### src/rtl/alu_share_sched_if.sv
// Bundle of the requester, shared-ALU and response signals of alu_share_sched.
//   slave  : the scheduler side (accepts requests, drives the ALU, returns results)
//   master : the environment side (requesters, the ALU instance, the result consumer)
interface alu_share_sched_if #(
  parameter int unsigned DATA_W = 32,
  parameter int unsigned CTL_W  = 4
);
  logic              req0_valid;
  logic              req0_ready;
  logic [CTL_W-1:0]  req0_ctl;
  logic [DATA_W-1:0] req0_a;
  logic [DATA_W-1:0] req0_b;

  logic              req1_valid;
  logic              req1_ready;
  logic [CTL_W-1:0]  req1_ctl;
  logic [DATA_W-1:0] req1_a;
  logic [DATA_W-1:0] req1_b;

  logic [CTL_W-1:0]  alu_ctl;
  logic [DATA_W-1:0] alu_in1;
  logic [DATA_W-1:0] alu_in2;
  logic [DATA_W-1:0] alu_out;
  logic              alu_zero;

  logic              rsp_valid;
  logic              rsp_ready;
  logic              rsp_id;
  logic [DATA_W-1:0] rsp_data;
  logic              rsp_zero;
  logic              rsp_err;
  logic              busy;

  modport slave (
    input  req0_valid, req0_ctl, req0_a, req0_b,
    output req0_ready,
    input  req1_valid, req1_ctl, req1_a, req1_b,
    output req1_ready,
    output alu_ctl, alu_in1, alu_in2,
    input  alu_out, alu_zero,
    output rsp_valid, rsp_id, rsp_data, rsp_zero, rsp_err, busy,
    input  rsp_ready
  );

  modport master (
    output req0_valid, req0_ctl, req0_a, req0_b,
    input  req0_ready,
    output req1_valid, req1_ctl, req1_a, req1_b,
    input  req1_ready,
    input  alu_ctl, alu_in1, alu_in2,
    output alu_out, alu_zero,
    input  rsp_valid, rsp_id, rsp_data, rsp_zero, rsp_err, busy,
    output rsp_ready
  );
endinterface

### src/rtl/alu_share_sched.sv
// Shares one external ALU between two requesters. Round-robin arbitration in IDLE,
// one EXEC cycle with registered ALU operands, then the tagged result is held in
// RESP until the consumer takes it. One operation in flight at a time.
// Ports:
//   clk    : clock, rising edge
//   reset  : asynchronous active-high reset
//   bus    : alu_share_sched_if.slave (requesters, shared ALU, response, busy)
module alu_share_sched #(
  parameter int unsigned DATA_W = 32,
  parameter int unsigned CTL_W  = 4
) (
  input  logic                clk,
  input  logic                reset,
  alu_share_sched_if.slave    bus
);

  localparam logic [CTL_W-1:0] CTL_AND = CTL_W'(4'b0000);
  localparam logic [CTL_W-1:0] CTL_OR  = CTL_W'(4'b0001);
  localparam logic [CTL_W-1:0] CTL_ADD = CTL_W'(4'b0010);
  localparam logic [CTL_W-1:0] CTL_SUB = CTL_W'(4'b0110);
  localparam logic [CTL_W-1:0] CTL_LT  = CTL_W'(4'b0111);
  localparam logic [CTL_W-1:0] CTL_GE  = CTL_W'(4'b1000);
  localparam logic [CTL_W-1:0] CTL_NOR = CTL_W'(4'b1100);
  localparam logic [CTL_W-1:0] CTL_SLL = CTL_W'(4'b1001);
  localparam logic [CTL_W-1:0] CTL_SRL = CTL_W'(4'b1010);

  typedef enum logic [1:0] {
    IDLE = 2'd0,
    EXEC = 2'd1,
    RESP = 2'd2
  } state_t;

  state_t            state;
  logic              prio;
  logic [CTL_W-1:0]  op_ctl;
  logic [DATA_W-1:0] op_a;
  logic [DATA_W-1:0] op_b;
  logic              op_id;
  logic              rsp_valid;
  logic              rsp_id;
  logic [DATA_W-1:0] rsp_data;
  logic              rsp_zero;
  logic              rsp_err;
  logic              busy;

  logic              grant_any;
  logic              grant_id;

  function automatic logic ctl_legal(input logic [CTL_W-1:0] c);
    case (c)
      CTL_AND, CTL_OR, CTL_ADD, CTL_SUB, CTL_LT,
      CTL_GE, CTL_NOR, CTL_SLL, CTL_SRL: ctl_legal = 1'b1;
      default:                           ctl_legal = 1'b0;
    endcase
  endfunction

  // Round-robin grant: a lone requester wins outright, a tie goes to prio.
  always_comb begin
    grant_any = 1'b0;
    grant_id  = 1'b0;
    if (state == IDLE) begin
      if (bus.req0_valid && bus.req1_valid) begin
        grant_any = 1'b1;
        grant_id  = prio;
      end else if (bus.req0_valid) begin
        grant_any = 1'b1;
      end else if (bus.req1_valid) begin
        grant_any = 1'b1;
        grant_id  = 1'b1;
      end
    end
  end

  assign bus.req0_ready = grant_any && !grant_id;
  assign bus.req1_ready = grant_any &&  grant_id;

  // The op registers double as the ALU drive, so the ALU inputs hold between ops.
  assign bus.alu_ctl   = op_ctl;
  assign bus.alu_in1   = op_a;
  assign bus.alu_in2   = op_b;

  assign bus.rsp_valid = rsp_valid;
  assign bus.rsp_id    = rsp_id;
  assign bus.rsp_data  = rsp_data;
  assign bus.rsp_zero  = rsp_zero;
  assign bus.rsp_err   = rsp_err;
  assign bus.busy      = busy;

  // Scheduler FSM with all state and outputs registered.
  always_ff @(posedge clk or posedge reset) begin
    if (reset) begin
      state     <= IDLE;
      prio      <= 1'b0;
      op_ctl    <= '0;
      op_a      <= '0;
      op_b      <= '0;
      op_id     <= 1'b0;
      rsp_valid <= 1'b0;
      rsp_id    <= 1'b0;
      rsp_data  <= '0;
      rsp_zero  <= 1'b0;
      rsp_err   <= 1'b0;
      busy      <= 1'b0;
    end else begin
      case (state)
        IDLE: begin
          if (grant_any) begin
            op_ctl <= grant_id ? bus.req1_ctl : bus.req0_ctl;
            op_a   <= grant_id ? bus.req1_a   : bus.req0_a;
            op_b   <= grant_id ? bus.req1_b   : bus.req0_b;
            op_id  <= grant_id;
            prio   <= ~grant_id;
            busy   <= 1'b1;
            state  <= EXEC;
          end
        end
        EXEC: begin
          // Unsupported codes still drive the ALU but its result is discarded.
          if (ctl_legal(op_ctl)) begin
            rsp_data <= bus.alu_out;
            rsp_zero <= bus.alu_zero;
            rsp_err  <= 1'b0;
          end else begin
            rsp_data <= '0;
            rsp_zero <= 1'b1;
            rsp_err  <= 1'b1;
          end
          rsp_id    <= op_id;
          rsp_valid <= 1'b1;
          state     <= RESP;
        end
        RESP: begin
          if (bus.rsp_ready) begin
            rsp_valid <= 1'b0;
            busy      <= 1'b0;
            state     <= IDLE;
          end
        end
        default: begin
          rsp_valid <= 1'b0;
          busy      <= 1'b0;
          state     <= IDLE;
        end
      endcase
    end
  end

endmodule

### src/flat_wrapper.sv
// flat-port wrapper written by rule: the top's interface ports become plain ports
module alu_share_sched_flat 
#(
  parameter int unsigned DATA_W = 32,
  parameter int unsigned CTL_W  = 4
)
  (clk, reset, bus_req0_valid, bus_req0_ctl, bus_req0_a, bus_req0_b, bus_req0_ready, bus_req1_valid, bus_req1_ctl, bus_req1_a, bus_req1_b, bus_req1_ready, bus_alu_ctl, bus_alu_in1, bus_alu_in2, bus_alu_out, bus_alu_zero, bus_rsp_valid, bus_rsp_id, bus_rsp_data, bus_rsp_zero, bus_rsp_err, bus_busy, bus_rsp_ready);
  alu_share_sched_if #(.DATA_W(DATA_W), .CTL_W(CTL_W)) bus_i ();
  input  logic clk;
  input  logic reset;
  input wire logic [$bits(bus_i.req0_valid)-1:0] bus_req0_valid;
  input wire logic [$bits(bus_i.req0_ctl)-1:0] bus_req0_ctl;
  input wire logic [$bits(bus_i.req0_a)-1:0] bus_req0_a;
  input wire logic [$bits(bus_i.req0_b)-1:0] bus_req0_b;
  output wire logic [$bits(bus_i.req0_ready)-1:0] bus_req0_ready;
  input wire logic [$bits(bus_i.req1_valid)-1:0] bus_req1_valid;
  input wire logic [$bits(bus_i.req1_ctl)-1:0] bus_req1_ctl;
  input wire logic [$bits(bus_i.req1_a)-1:0] bus_req1_a;
  input wire logic [$bits(bus_i.req1_b)-1:0] bus_req1_b;
  output wire logic [$bits(bus_i.req1_ready)-1:0] bus_req1_ready;
  output wire logic [$bits(bus_i.alu_ctl)-1:0] bus_alu_ctl;
  output wire logic [$bits(bus_i.alu_in1)-1:0] bus_alu_in1;
  output wire logic [$bits(bus_i.alu_in2)-1:0] bus_alu_in2;
  input wire logic [$bits(bus_i.alu_out)-1:0] bus_alu_out;
  input wire logic [$bits(bus_i.alu_zero)-1:0] bus_alu_zero;
  output wire logic [$bits(bus_i.rsp_valid)-1:0] bus_rsp_valid;
  output wire logic [$bits(bus_i.rsp_id)-1:0] bus_rsp_id;
  output wire logic [$bits(bus_i.rsp_data)-1:0] bus_rsp_data;
  output wire logic [$bits(bus_i.rsp_zero)-1:0] bus_rsp_zero;
  output wire logic [$bits(bus_i.rsp_err)-1:0] bus_rsp_err;
  output wire logic [$bits(bus_i.busy)-1:0] bus_busy;
  input wire logic [$bits(bus_i.rsp_ready)-1:0] bus_rsp_ready;
  assign bus_i.req0_valid = bus_req0_valid;
  assign bus_i.req0_ctl = bus_req0_ctl;
  assign bus_i.req0_a = bus_req0_a;
  assign bus_i.req0_b = bus_req0_b;
  assign bus_req0_ready = bus_i.req0_ready;
  assign bus_i.req1_valid = bus_req1_valid;
  assign bus_i.req1_ctl = bus_req1_ctl;
  assign bus_i.req1_a = bus_req1_a;
  assign bus_i.req1_b = bus_req1_b;
  assign bus_req1_ready = bus_i.req1_ready;
  assign bus_alu_ctl = bus_i.alu_ctl;
  assign bus_alu_in1 = bus_i.alu_in1;
  assign bus_alu_in2 = bus_i.alu_in2;
  assign bus_i.alu_out = bus_alu_out;
  assign bus_i.alu_zero = bus_alu_zero;
  assign bus_rsp_valid = bus_i.rsp_valid;
  assign bus_rsp_id = bus_i.rsp_id;
  assign bus_rsp_data = bus_i.rsp_data;
  assign bus_rsp_zero = bus_i.rsp_zero;
  assign bus_rsp_err = bus_i.rsp_err;
  assign bus_busy = bus_i.busy;
  assign bus_i.rsp_ready = bus_rsp_ready;
  alu_share_sched #(.DATA_W(DATA_W), .CTL_W(CTL_W)) u_core (.clk(clk), .reset(reset), .bus(bus_i));
endmodule
### config.mk
export PLATFORM = sky130hd
export DESIGN_NAME = alu_share_sched_flat
export DESIGN_NICKNAME = d
export VERILOG_FILES = /design/src/rtl/alu_share_sched_if.sv /design/src/rtl/alu_share_sched.sv /design/src/flat_wrapper.sv
export SDC_FILE = /design/constraint.sdc
export NUM_CORES = 1
export LEC_CHECK = 0
export CORE_AREA = 2 2 117 119
export CTS_CLUSTER_DIAMETER = 150
export DETAILED_ROUTE_END_ITERATION = 16
export DIE_AREA = 0 0 119 121
export PLACE_DENSITY = 0.91
export SLEW_MARGIN = 30
export SYNTH_ARGS = -nofsm -noshare
export SYNTH_HDL_FRONTEND = slang
export SYNTH_SLANG_ARGS = --single-unit
### constraint.sdc
create_clock -name clk -period 5 [get_ports clk]
set_clock_uncertainty 0.05 [all_clocks]
set_input_delay 1 -clock clk [delete_from_list [all_inputs] [get_ports clk]]
set_output_delay 1 -clock clk [all_outputs]
set_load 0.05 [all_outputs]
### After elaboration in Yosys (flattened, before gate mapping)

Memory sizes are Yosys's and may differ from the RTL's.
Index checks and enable logic that the tools add are counted.
W data, S select, Z words.

| word-level totals | value |
|---|---|
| register bits | 109 |
| memory bits (read-only) | 16 |
| bits of input ports | 174 |
| output and inout port bits | 107 |
| word-level logic and storage cells | 50 |
| memories | 1 |

Memory list:

| name | depth | width | read ports | clocked after Yosys merged registers in | wr ports | RTL line | source |
|---|---|---|---|---|---|---|---|
| (name not given) | 16 | 1 | 1 | 0 | 0 | alu_share_sched.sv:50 | `case (c)` |

| operators by class | value |
|---|---|
| equal/unequal tests | 4 |
| mux-type cells | 21 |
| bitwise gates (word level) | 3 |
| reduce and logical (&&, ||, !) cells | 9 |

Operators with widths:

| cell | number |
|---|---|
| $mux W32 | 3 |
| $mux W1 | 12 |
| $pmux W1 S3 | 2 |
| $pmux W2 S3 | 1 |
| $reduce_and A2 Y1 | 3 |
| $mux W2 | 2 |
| $mux W4 | 1 |
| $logic_and A1 B1 Y1 | 3 |
| $not A1 Y1 | 3 |
| $reduce_and A3 Y1 | 1 |
| $eq A2 B1 Y1 const B | 1 |
| $eq A2 B2 Y1 const B | 1 |
| $logic_not A2 Y1 | 1 |
| $ne A2 B1 Y1 const B | 1 |
| $ne A2 B2 Y1 const B | 1 |
| $logic_not A1 Y1 | 1 |

### Depth between registers and ports, before layout

| logic depth | value |
|---|---|
| word-level depth | 6 |
| gate-level depth with buffers | 5 |
| mapped depth without buffers | 3 |

### Worst setup path after synthesis

Ideal clock, no wire load.

| path | value |
|---|---|
| path type | input to output |
| start | in bus_req1_valid |
| end | out bus_req0_ready |
| data arrival time | 1623 ps |
| data required time | 3950 ps |
| path slack | 2327 ps |
| stages on the path | 4 |
| path buffers | 2 |
| cells stage by stage | nand2_1 and3_1 buf_2 buf_2 |

| on the way | value |
|---|---|
| cells in the longest elaborated chain, start to end | 6 |
| elaborated cells between the ends (all ways) | 10 |
| those cells by class | 7 x mux; 3 x reduce/logical |

RTL lines:

| what | RTL line | source |
|---|---|---|
| start: declaration | flat_wrapper.sv:16 | `input wire logic [$bits(bus_i.req1_valid)-1:0] bus_req1_valid;` |
| $mux W1 | alu_share_sched.sv:67 | `end else if (bus.req1_valid) begin` |
| $mux W1 | alu_share_sched.sv:65 | `end else if (bus.req0_valid) begin` |
| $mux W1 | alu_share_sched.sv:62 | `if (bus.req0_valid && bus.req1_valid) begin` |
| $mux W1 | alu_share_sched.sv:61 | `if (state == IDLE) begin` |
| $logic_not A1 Y1 | alu_share_sched.sv:74 | `assign bus.req0_ready = grant_any && !grant_id;` |
| $logic_and A1 B1 Y1 * | alu_share_sched.sv:74 |  |
| end: declaration | flat_wrapper.sv:15 | `output wire logic [$bits(bus_i.req0_ready)-1:0] bus_req0_ready;` |

Mark *: on every way between the ends. The rest lies on a longest branch, timed or not.

### Worst setup path in the final report

| path | value |
|---|---|
| start | reg u_core.state[1] |
| end | out bus_req0_ready |

| on the way | value |
|---|---|
| cells in the longest elaborated chain, start to end | 4 |
| elaborated cells between the ends (all ways) | 5 |
| those cells by class | 2 x mux; 3 x reduce/logical |

RTL lines:

| what | RTL line | source |
|---|---|---|
| start: declaration | alu_share_sched.sv:33 | `state_t state;` |
| start signal: assignment | alu_share_sched.sv:92 | `state <= IDLE;` |
| start signal: assignment | alu_share_sched.sv:114 | `state <= EXEC;` |
| start signal: assignment | alu_share_sched.sv:130 | `state <= RESP;` |
| $logic_not A2 Y1 * | alu_share_sched.sv:61 |  |
| $mux W1 | alu_share_sched.sv:61 |  |
| $logic_not A1 Y1 | alu_share_sched.sv:74 |  |
| $logic_and A1 B1 Y1 * | alu_share_sched.sv:74 |  |

Marks and branches as above.

==> results.json <==
{
  "path_clk_slew_ns": 0.06,
  "cts_buffers": 9,
  "fin_hold_ws_ns": 0.442,
  "arrival_ns": 2.59,
  "die_h_um": 121,
  "worstPathMaxFanout": 35,
  "tritoncts": "done",
  "synthFlopType": "dfrtp_1",
  "insertion_delay_ns": 0.34,
  "grt_overflow": 0,
  "drv_cap": 0,
  "required_ns": 3.95,
  "num_rows": 42,
  "ys_seq_elements": 109,
  "setup_viol": 0,
  "cts.sinks": 109,
  "worstSetupStartpointType": "flip-flop",
  "async_flop_share": 1.00,
  "final.fill_count": 959,
  "synth_area_um2": 4880,
  "seq_area_um2": 2730,
  "gp_congestion": 0.813,
  "hold_path_class": "flip-flop to flip-flop",
  "ys_types": 24,
  "critPathKind": "flip-flop to output port",
  "grt_use_total": 0.214,
  "clockRootBuffer": "clkbuf_16",
  "ys_seq_area_frac": 0.559,
  "slew-limit-headroom": 0.486,
  "finalPower_uw": 5940,
  "io-pin-count": 281,
  "area_delta_synth_final_pct": 64.0,
  "crit_slowest_cell": "clkdlybuf4s50_1",
  "grt_setup_unrepaired": "no",
  "grt_pass1_wl_um": 24500,
  "powerDensity_nw_per_um2": 741,
  "ys_warn_count": 0,
  "vias_per_cell": 5.31,
  "p_leak_uw": 0.00326,
  "syn_nets": 590,
  "multi_input_area_um2": 1900,
  "routed_wl_um": 15500,
  "synthDominantCellAreaShare": 0.559,
  "antenna_left": 0,
  "end_kind": "output port",
  "clock_path_buffers": 2,
  "hold_violations": 0,
  "yosys-top-cells-count": "dfrtp_1 (109), nand2_1 (74), a21boi_0 (68), a221o_1 (68), a21oi_2 (30)",
  "fp.dieW_um": 119,
  "drtIter0Drc": 294,
  "ir_worst_vdd_v": 0.000403,
  "post-route-min-period_ns": 3.64,
  "ctsHoldBuffers": 0,
  "layout.nets": 845,
  "synth.avg_cell_area_um2": 11.7,
  "grt_start_max_net_pins": 74,
  "first_pass_iters": 4,
  "synth_edf_count": 0,
  "cp_cell_sequence": "nor2_4 -> and3_2 -> clkdlybuf4s50_1",
  "cpPeakStageDelay_ns": 0.82,
  "drive_gt1_frac": 0.0815,
  "syn_inst": 416,
  "portBuffers": 280,
  "dieArea_um2": 14400,
  "grt_pass1_vias": 4741,
  "initial_core_util": 0.373,
  "antenna_found_initial": 0,
  "drcViolationCount": 0,
  "cts_setup_buffers": 0,
  "tightest_slew_ns": 0.771,
  "cts.htree.levels": 3,
  "via_count": 4520,
  "status": "finished clean",
  "synth_top_area_cell": "dfrtp_1",
  "tns_ns": 0,
  "antennaDiodeCount": 0,
  "drv_slew": 0,
  "cts_resized": 0,
  "place.detailed.hpwl_um": 11000,
  "yosys-top-cells-area": "dfrtp_1 (56%), a221o_1 (14%), a21boi_0 (10%), nand2_1 (5.7%), a21oi_2 (5.4%)",
  "wire_per_inst_um": 18.2,
  "fmax_mhz": 275,
  "synth_most_common_cell": "dfrtp_1",
  "period_share": 0.728,
  "core_area_um2": 13100
}
## report_power, final
| group | switching, uW | internal, uW |
|---|---|---|
| logic | 2340 | 1330 |
| registers | 255 | 1300 |
| clock network | 300 | 414 |
## through the flow
| step | util | instance area, um^2 | setup slack, ns | instances |
|---|---|---|---|---|
| finish | 0.612 | 8010 | 1.36 | 851 |
| global route | 0.612 | 8010 | 1.25 | 851 |
| detailed placement | 0.589 | 7710 | 1.39 | 836 |
| CTS | 0.612 | 8010 | 1.34 | 851 |
| global placement | 0.589 | 7700 | 1.40 | 836 |
| floorplan | - | 4880 | 1.08 | 416 |
## logic make-up (layout without fill, tap and decap cells)
group / Yosys count / after routing / synth area share
flops: 109 / 109 / 0.559
compound gates: 176 / 176 / 0.310
buf+inv: 45 / 304 / 0.0556
simple gates: 86 / 86 / 0.0758
## placed cells by master, fill, tap and decap left out
cell	n
inv_6	1
clkbuf_8	2
and3_2	2
clkbuf_16	9
and3b_1	1
bufinv_16	1
clkdlybuf4s50_1	280
clkbuf_1	3
a21o_1	3
nand2b_1	2
a21oi_1	4
dfrtp_1	109
nor2b_4	1
buf_4	6
a221o_1	68
nand3b_1	1
nor2_4	1
inv_1	2
o21ai_0	2
a21boi_0	68
nor3b_1	1
nor2_1	1
nand2_1	74
or2_4	1
o21a_1	1
a21oi_2	30
nor4_4	1
## flip-flops by register name, summed over array words and instances, names as in the netlist
register / flops
u_core.bus.alu_ctl: 4
u_core.bus.alu_in1: 32
u_core.bus.alu_in2: 32
u_core.bus.busy: 1
u_core.bus.rsp_data: 32
u_core.bus.rsp_err: 1
u_core.bus.rsp_id: 1
u_core.bus.rsp_valid: 1
u_core.bus.rsp_zero: 1
u_core.op_id: 1
u_core.prio: 1
u_core.state: 2
## routing by layer
| layer | GRT usage | vias to the layer above | wire length, um |
|---|---|---|---|
| met4 | 0.0781 | 0 | 330 |
| met2 | 0.361 | 238 | 7670 |
| met3 | 0.0587 | 29 | 1270 |
| met5 | 0 | - | 0 |
| li1 | - | 2046 | - |
| met1 | 0.263 | 2207 | 6260 |
## final cells by class
class / instances / area share
timing repair buffer: 286 / 0.356
inverter: 3 / 0.00203
clock buffer: 14 / 0.0330
tap: 176 / 0.0275
clock inverter: 1 / 0.00375
multi-input combinational: 262 / 0.237
sequential: 109 / 0.341
## path summary, 6_finish.rpt
path                                     from                endpoint  slack [ns]  cells past startpoint
min in group asynchronous               reset  u_core.bus.alu_in2[19]        1.09                      2
min                        u_core.bus.rsp_err      u_core.bus.rsp_err        0.44                      1
max                           u_core.state[1]          bus_req0_ready        1.36                      3
min reg2reg                u_core.bus.rsp_err      u_core.bus.rsp_err        0.44                      1
max reg2reg                   u_core.state[1]   u_core.bus.alu_in1[2]        2.55                      4
max in group asynchronous               reset     u_core.bus.rsp_zero        2.88                      3
## critical path: cells and delay by family (launching register included)
kind | cells | cell delay [ns]
flops | 1 | 0.47
buf+inv | 1 | 0.82
simple gates | 2 | 0.94
Power figures use the tool's default switching activity.
